$ cat config.mk
export PLATFORM = sky130hd
export DESIGN_NAME = pseudo_spi_in_intf_flat
export DESIGN_NICKNAME = d
export VERILOG_FILES = /design/src/rtl/pseudo_spi_in_intf_if.sv /design/src/rtl/pseudo_spi_in_intf.sv /design/src/flat_wrapper.sv
export SDC_FILE = /design/constraint.sdc
export NUM_CORES = 1
export LEC_CHECK = 0
export ABC_AREA = 1
export BUFFER_PORTS_ARGS = -buffer_cell sky130_fd_sc_hd__buf_2
export CAP_MARGIN = 20
export CORE_ASPECT_RATIO = 0.5
export CORE_UTILIZATION = 35
export CTS_BUF_LIST = sky130_fd_sc_hd__clkbuf_16
export DETAILED_ROUTE_END_ITERATION = 8
export REMOVE_ABC_BUFFERS = 1
export SLEW_MARGIN = 25
export SYNTH_ARGS = -nofsm -noshare
export SYNTH_HDL_FRONTEND = slang
export SYNTH_SLANG_ARGS = --single-unit
$ cat constraint.sdc
create_clock -name CLK -period 1.7 [get_ports CLK]
set_input_delay 0.085 -clock CLK [delete_from_list [all_inputs] [get_ports CLK]]
set_output_delay 0.085 -clock CLK [all_outputs]
set_load 0.005 [all_outputs]
$ cat src/rtl/pseudo_spi_in_intf_if.sv
// Bus bundle for pseudo_spi_in_intf: CPU control, scan-chain serial pins and the SRAM write port.
// master = controller/testbench side, slave = the capture block.
interface pseudo_spi_in_intf_if #(
   parameter int unsigned MEMORY_DATA_WIDTH = 8,
   parameter int unsigned MEMORY_ADDR_WIDTH = 9,
   parameter int unsigned RESERVED_DATA_LEN = 8
);
   logic                         BGN;
   logic [MEMORY_ADDR_WIDTH-1:0] ADDR_BGN;
   logic [RESERVED_DATA_LEN-1:0] DATA_LEN;
   logic                         SPI_SI;
   logic                         SCLK1;
   logic                         SCLK2;
   logic                         SEL;
   logic [MEMORY_ADDR_WIDTH-1:0] A;
   logic                         CEN;
   logic                         D_WE;
   logic [MEMORY_DATA_WIDTH-1:0] PO;
   logic                         spi_is_done;

   modport master (
      output BGN, ADDR_BGN, DATA_LEN, SPI_SI,
      input  SCLK1, SCLK2, SEL, A, CEN, D_WE, PO, spi_is_done
   );

   modport slave (
      input  BGN, ADDR_BGN, DATA_LEN, SPI_SI,
      output SCLK1, SCLK2, SEL, A, CEN, D_WE, PO, spi_is_done
   );
endinterface

$ cat src/rtl/pseudo_spi_in_intf.sv
// Scan-chain readback: SEL parallel load, two-phase SCLK1/SCLK2 shift-out, bytes written to SRAM
// at a decrementing address. Optional build macro SPI_IN_MSB_FIRST_EN stores the first bit at the MSB.
module pseudo_spi_in_intf #(
   parameter int unsigned MEMORY_DATA_WIDTH = 8,
   parameter int unsigned MEMORY_ADDR_WIDTH = 9,
   parameter int unsigned RESERVED_DATA_LEN = 8
) (
   input logic                 CLK,
   input logic                 RST_N,
   pseudo_spi_in_intf_if.slave bus
);
   localparam int unsigned DW  = MEMORY_DATA_WIDTH;
   localparam int unsigned AW  = MEMORY_ADDR_WIDTH;
   localparam int unsigned LW  = RESERVED_DATA_LEN;
   localparam int unsigned BCW = (DW > 1) ? $clog2(DW) : 1;

   typedef enum logic [2:0] {S_IDLE, S_LOAD, S_BIT, S_WRITE, S_DONE} state_t;

   state_t         state_q, state_d;
   logic [2:0]     slot_q, slot_d;
   logic [BCW-1:0] bit_q, bit_d;
   logic [1:0]     load_q, load_d;
   logic [AW-1:0]  addr_q, addr_d;
   logic [LW-1:0]  word_q, word_d;
   logic [DW-1:0]  shift_q, shift_d;
   logic           sclk1_q, sclk1_d;
   logic           sclk2_q, sclk2_d;
   logic           sel_q, sel_d;
   logic           done_q, done_d;
   logic           cen_q;
   logic           we_q;
   logic [AW-1:0]  a_q;
   logic [DW-1:0]  po_q;

   // State and datapath registers; strobes are registered from next-state so they never glitch
   always_ff @(posedge CLK or negedge RST_N) begin
      if (!RST_N) begin
         state_q <= S_IDLE;
         slot_q  <= '0;
         bit_q   <= '0;
         load_q  <= '0;
         addr_q  <= '0;
         word_q  <= '0;
         shift_q <= '0;
         sclk1_q <= 1'b0;
         sclk2_q <= 1'b0;
         sel_q   <= 1'b0;
         done_q  <= 1'b0;
      end else begin
         state_q <= state_d;
         slot_q  <= slot_d;
         bit_q   <= bit_d;
         load_q  <= load_d;
         addr_q  <= addr_d;
         word_q  <= word_d;
         shift_q <= shift_d;
         sclk1_q <= sclk1_d;
         sclk2_q <= sclk2_d;
         sel_q   <= sel_d;
         done_q  <= done_d;
      end
   end

   // Next-state, counters and strobe decode
   always_comb begin
      state_d = state_q;
      slot_d  = slot_q;
      bit_d   = bit_q;
      load_d  = load_q;
      addr_d  = addr_q;
      word_d  = word_q;
      shift_d = shift_q;

      case (state_q)
         S_IDLE: begin
            addr_d = bus.ADDR_BGN;
            word_d = bus.DATA_LEN;
            load_d = '0;
            slot_d = '0;
            bit_d  = BCW'(DW - 1);
            if (bus.BGN) state_d = (bus.DATA_LEN != '0) ? S_LOAD : S_DONE;
         end
         S_LOAD: begin
            if (load_q == 2'd3) begin
               state_d = S_BIT;
               slot_d  = '0;
               bit_d   = BCW'(DW - 1);
            end else begin
               load_d = load_q + 2'd1;
            end
         end
         S_BIT: begin
`ifdef SPI_IN_MSB_FIRST_EN
            if (slot_q == 3'd0) shift_d = {shift_q[DW-2:0], bus.SPI_SI};
`else
            if (slot_q == 3'd0) shift_d = {bus.SPI_SI, shift_q[DW-1:1]};
`endif
            if (slot_q == 3'd5) begin
               slot_d = '0;
               if (bit_q != '0) bit_d = bit_q - BCW'(1);
               else             state_d = S_WRITE;
            end else begin
               slot_d = slot_q + 3'd1;
            end
         end
         S_WRITE: begin
            addr_d  = addr_q - AW'(1);
            word_d  = word_q - LW'(1);
            slot_d  = '0;
            bit_d   = BCW'(DW - 1);
            state_d = (word_q != LW'(1)) ? S_BIT : S_DONE;
         end
         S_DONE: state_d = S_DONE;
         default: state_d = S_IDLE;
      endcase

      // Dropping BGN aborts from any active state
      if (state_q != S_IDLE && !bus.BGN) state_d = S_IDLE;

      sclk1_d = (state_d == S_BIT) && (slot_d == 3'd2);
      sclk2_d = (state_d == S_BIT) && (slot_d == 3'd4);
      sel_d   = (state_d == S_LOAD);
      done_d  = (state_d == S_DONE);
   end

   // SRAM port launched on the falling edge so A/PO/CEN are settled at the capturing rising edge
   always_ff @(negedge CLK or negedge RST_N) begin
      if (!RST_N) begin
         cen_q <= 1'b1;
         we_q  <= 1'b1;
         a_q   <= '0;
         po_q  <= '0;
      end else if (state_q == S_WRITE) begin
         cen_q <= 1'b0;
         we_q  <= 1'b0;
         a_q   <= addr_q;
         po_q  <= shift_q;
      end else begin
         cen_q <= 1'b1;
         we_q  <= 1'b1;
         a_q   <= '0;
      end
   end

   assign bus.SCLK1       = sclk1_q;
   assign bus.SCLK2       = sclk2_q;
   assign bus.SEL         = sel_q;
   assign bus.spi_is_done = done_q;
   assign bus.CEN         = cen_q;
   assign bus.D_WE        = we_q;
   assign bus.A           = a_q;
   assign bus.PO          = po_q;
endmodule
$ cat src/flat_wrapper.sv
// flat-port wrapper written by rule: the top's interface ports become plain ports
module pseudo_spi_in_intf_flat 
#(
   parameter int unsigned MEMORY_DATA_WIDTH = 8,
   parameter int unsigned MEMORY_ADDR_WIDTH = 9,
   parameter int unsigned RESERVED_DATA_LEN = 8
)
  (CLK, RST_N, bus_BGN, bus_ADDR_BGN, bus_DATA_LEN, bus_SPI_SI, bus_SCLK1, bus_SCLK2, bus_SEL, bus_A, bus_CEN, bus_D_WE, bus_PO, bus_spi_is_done);
  pseudo_spi_in_intf_if #(.MEMORY_DATA_WIDTH(MEMORY_DATA_WIDTH), .MEMORY_ADDR_WIDTH(MEMORY_ADDR_WIDTH), .RESERVED_DATA_LEN(RESERVED_DATA_LEN)) bus_i ();
  input logic CLK;
  input logic RST_N;
  input wire logic [$bits(bus_i.BGN)-1:0] bus_BGN;
  input wire logic [$bits(bus_i.ADDR_BGN)-1:0] bus_ADDR_BGN;
  input wire logic [$bits(bus_i.DATA_LEN)-1:0] bus_DATA_LEN;
  input wire logic [$bits(bus_i.SPI_SI)-1:0] bus_SPI_SI;
  output wire logic [$bits(bus_i.SCLK1)-1:0] bus_SCLK1;
  output wire logic [$bits(bus_i.SCLK2)-1:0] bus_SCLK2;
  output wire logic [$bits(bus_i.SEL)-1:0] bus_SEL;
  output wire logic [$bits(bus_i.A)-1:0] bus_A;
  output wire logic [$bits(bus_i.CEN)-1:0] bus_CEN;
  output wire logic [$bits(bus_i.D_WE)-1:0] bus_D_WE;
  output wire logic [$bits(bus_i.PO)-1:0] bus_PO;
  output wire logic [$bits(bus_i.spi_is_done)-1:0] bus_spi_is_done;
  assign bus_i.BGN = bus_BGN;
  assign bus_i.ADDR_BGN = bus_ADDR_BGN;
  assign bus_i.DATA_LEN = bus_DATA_LEN;
  assign bus_i.SPI_SI = bus_SPI_SI;
  assign bus_SCLK1 = bus_i.SCLK1;
  assign bus_SCLK2 = bus_i.SCLK2;
  assign bus_SEL = bus_i.SEL;
  assign bus_A = bus_i.A;
  assign bus_CEN = bus_i.CEN;
  assign bus_D_WE = bus_i.D_WE;
  assign bus_PO = bus_i.PO;
  assign bus_spi_is_done = bus_i.spi_is_done;
  pseudo_spi_in_intf #(.MEMORY_DATA_WIDTH(MEMORY_DATA_WIDTH), .MEMORY_ADDR_WIDTH(MEMORY_ADDR_WIDTH), .RESERVED_DATA_LEN(RESERVED_DATA_LEN)) u_core (.CLK(CLK), .RST_N(RST_N), .bus(bus_i));
endmodule
; After elaboration in Yosys (flattened, before gate mapping)
; Index checks and enable logic that the tools add are counted.
[classes]
reduce_logical = 16
addsub = 5
n_mux = 21
n_eq_ne = 16
[op_table]
columns = cell, n
row1 = $mux 3, 12
row2 = $pmux 3 s3, 2
row3 = $pmux 9 s2, 1
row4 = $pmux 8 s2, 1
row5 = $pmux 3 s5, 1
row6 = $eq 3x2->1 const B, 4
row7 = $eq 3x3->1 const B, 4
row8 = $mux 9, 1
row9 = $reduce_bool 3->1, 3
row10 = $sub 9x1->9 const B, 1
row11 = $ne 8x1->1 const B, 1
row12 = $reduce_bool 8->1, 1
row13 = $sub 8x1->8 const B, 1
row14 = $eq 3x1->1 const B, 2
row15 = $logic_not 3->1, 2
row16 = $ne 2x1->1 const B, 3
row17 = $pmux 2 s2, 1
row18 = $reduce_and 2->1, 2
row19 = $reduce_and 4->1, 1
row20 = $reduce_bool 2->1, 2
row21 = $add 3x1->3 const B, 1
row22 = $logic_and 1x1->1, 3
row23 = $sub 3x1->3 const B, 1
row24 = $add 2x1->2 const B, 1
row25 = other kinds (6), 6
[word_totals]
register_bits = 58

; Logic depth before layout (Yosys ltp)
[logic_depth]
word_depth = 7
mapped_depth = 9
ltp_nobuf = 9

==> metrics <==
run status finished with violations; violated checks setup timing; global-route met2 utilization around 25%; leading area contributor after synthesis dfrtp_1; CP Cell Sequence buf_2; setup ws final -0.2394 ns; pwr dens roughly 1600 nW/um^2; synth top area cells dfrtp_1, dfrtn_1, nand2_1; Core Box Area about 7500 sq um; Hold Vio Cnt, Final 0; max-capacitance violation count 0; grt met3 use around 5.5%; r2r setup slk -0.16 ns; Worst Hold End u_core.addr_q[3]$_DFFE_PN0P_; main combinational cell family by area after synthesis simple AND/OR/NAND/NOR gates; Clock transition at path regs 0.05 ns; Worst path depth 1; r2r startpoint u_core.state_q[1]$_DFF_PN0_; Hold Path Class input pin to flop; commonest non-fill, non-tap cells in the layout nand2_1, inv_1, buf_2; Pre-antenna DRT Iters 5; Startpoint Class flop; post-place instance area between 3000 and 4000 sq um; H-tree lvl count 3; via count ~2,400; Reg2Reg Capture Point u_core.bus.A[6]$_DFF_NN0_; dpl hpwl 4300 microns; Worst EP required 1.62 ns; Die Y roughly 65 microns; pin count of the biggest net entering global routing 23; average size of a mapped cell between 8 and 9 sq um; global route hottest layer met2; critical path arrival around 1.9 ns; clk_skew approximately 0.063 ns; RSZ-0062 raised after global routing true; top-area cell type share of the netlist area between 30% and 40%; worst-margin pin slew around 0.33 ns; # setup viols final 36; clock network fraction of design power 29.9%; Ports between 40 and 50; Post-Route WL ~6400 microns; clk buf depth 2; Crit path max-delay family flip-flops; CTS Root Cell clkbuf_16; initial DRC count 120; R2R cell count 3; area grow syn2layout 38.36%; area share of xor/xnor cells in the synthesized design approximately 1.3%; first-pass GRT wire length 10,810 microns; GRT Util Overall about 17%; gp weighted congestion between 0.7 and 0.8; Port Buf Inserts 43; n_diodes 0; met1 GRT Util a little under a quarter; number of core rows 22; filler instances 718; combinational share of power between 30% and 40%; number of remaining DRC errors 0; hold path startpoint bus_ADDR_BGN[3]; # nets final 442; vias per cell around 4.5; Sw Share between 30% and 40%; grt ovf 0; crit path max fanout 2; count of different cell masters after synthesis 33; CTS tree done; fraction of layout cells with a size suffix above 1 29.29%; Post-Syn Instances approximately 330; Simple-Gate Fraction of Synth Area between 20% and 30%; vias in the first global route approximately 2,300; Die X 128.2 microns; headroom to the max-slew limit between 70% and 80%; WL/cell roughly 12 microns; most common cell after layout, fill and taps aside nand2_1; Worst setup EP type primary output; post-synthesis mux area share 0%; Clock Latency Late Sink ~0.4 ns; adder-cell share of the synthesized area around 2.7%; initial antenna violation count 0; DIE AREA roughly 8400 sq um; post-synthesis compound-gate area fraction 12.20%; #FFs+latches synth between 50 and 60; peak supply drop around 0.76 mV; number of CTS-inserted buffers 9; sequential share of power around a third; Final Max Tran Viols 0; switching pwr around 2.3 mW; synthesized area 2789 sq um; LEAKAGE around 2.0 nW; Antenna Nets Post-Route 0; post-synthesis sequential area ratio 52.09%; initial core utilization between 30% and 40%; Min-Delay Path Depth 3; clock tree sinks 58; Int Pwr about 4.0 mW; Yosys warnings 0; Max stage delay cell, worst path dfstp_2; Worst Path Buf+Inv 1; Final Util ~51%; WS Path Type flop to primary output; slowest stage delay, CP 0.52 ns; design area around 3900 sq um
how the worst max path moves through the flow:
stage                                               to                        start  slack [ns]
after CTS                                      bus_CEN    u_core.bus.D_WE$_DFF_NN1_       -0.26
final                                          bus_CEN    u_core.bus.D_WE$_DFF_NN1_       -0.24
after global placement       u_core.bus.A[1]$_DFF_NN0_  u_core.state_q[0]$_DFF_PN0_       -0.18
after floorplan           u_core.bus.PO[0]$_DFFE_NN0N_  u_core.state_q[1]$_DFF_PN0_       -0.31
after detailed placement  u_core.bus.PO[2]$_DFFE_NN0N_  u_core.state_q[2]$_DFF_PN0_       -0.22
after global routing                           bus_CEN    u_core.bus.D_WE$_DFF_NN1_       -0.29
power by group through the flow:
stage / Sequential [mW] / Combinational [mW] / Clock, mW
2_1_floorplan: 2.05 / 1.40 / 0.00736
3_3_place_gp: 2.09 / 2.03 / 0.00736
3_5_place_dp: 2.09 / 2.05 / 0.00736
4_1_cts: 2.12 / 2.18 / 1.93
5_1_grt: 2.18 / 2.61 / 1.98
6_report: 2.12 / 2.29 / 1.89
Yosys cell counts, drive strengths merged:
master   n
buf      9
dfstp    1
ha       6
o21ai   45
xor2     3
dfrtp   40
dfrtn   17
a21oi   10
nor2    44
o22ai    2
o211ai   5
nand4    2
nand3b   1
nand3   25
nor3     2
inv     52
xnor2    1
o21bai   1
nand2   68
registers in the layout, indices dropped and copies added, names as in the netlist:
signal	count
u_core.bit_q	3
u_core.addr_q	9
u_core.bus.A	9
u_core.bus.SEL	1
u_core.state_q	3
u_core.bus.D_WE	1
u_core.shift_q	8
u_core.bus.spi_is_done	1
u_core.bus.SCLK1	1
u_core.word_q	8
u_core.load_q	2
u_core.slot_q	3
u_core.bus.SCLK2	1
u_core.bus.PO	8
logic make-up (layout without fill, tap and decap cells):
| kind of cell | after synthesis | after routing |
|---|---|---|
| AOI/OAI and AO/OA | 63 | 63 |
| xor gates and xnor gates | 4 | 4 |
| adders and majority gates | 6 | 6 |
| buffers and inverters | 61 | 144 |
| DFF | 58 | 58 |
| and+or+nand+nor | 142 | 145 |
final cells by class:
| class | instances | area, sq um | share of cell area (%) |
|---|---|---|---|
| repair buffers | 76 | 543.0 | 14.07 |
| inverters | 51 | 201.4 | 5.220 |
| clock buffers | 9 | 225.2 | 5.837 |
| well taps | 108 | 135.1 | 3.502 |
| flip-flops and latches | 58 | 1455 | 37.71 |
| multi-input cells | 218 | 1210 | 31.36 |
| clock inverters | 8 | 88.84 | 2.302 |
stage by stage:
step	TNS (ns)	power [mW]	instances	setup slack, ns	hold WS, ns
finish	-3.973	6.300	528	-0.2394	0.01405
global route	-5.456	6.772	528	-0.2859	0.02193
CTS	-3.837	6.226	523	-0.2579	0.001094
detailed placement	-3.198	4.144	491	-0.2243	-0.007332
global placement	-2.807	4.125	491	-0.1810	-0.007084
floorplan	-3.511	3.464	325	-0.3125	-0.2106
what timing repair did:
item	4_1_cts	5_1_grt
gates resized for setup	18	15
gates cloned	3	1
buffers inserted	9	4
hold buffers	4	0
setup endpoints to repair	36	48
hold endpoints to repair	32	0
pin swaps	2	1
routing by layer:
| metal | part of all wire, % | vias up |
|---|---|---|
| li1 | - | 1237 |
| met4 | 1.6 | 0 |
| met5 | 0 | - |
| met3 | 5.4 | 8 |
| met2 | 42 | 54 |
| met1 | 50 | 1083 |
No activity file was read; power rests on OpenSTA's default activity.
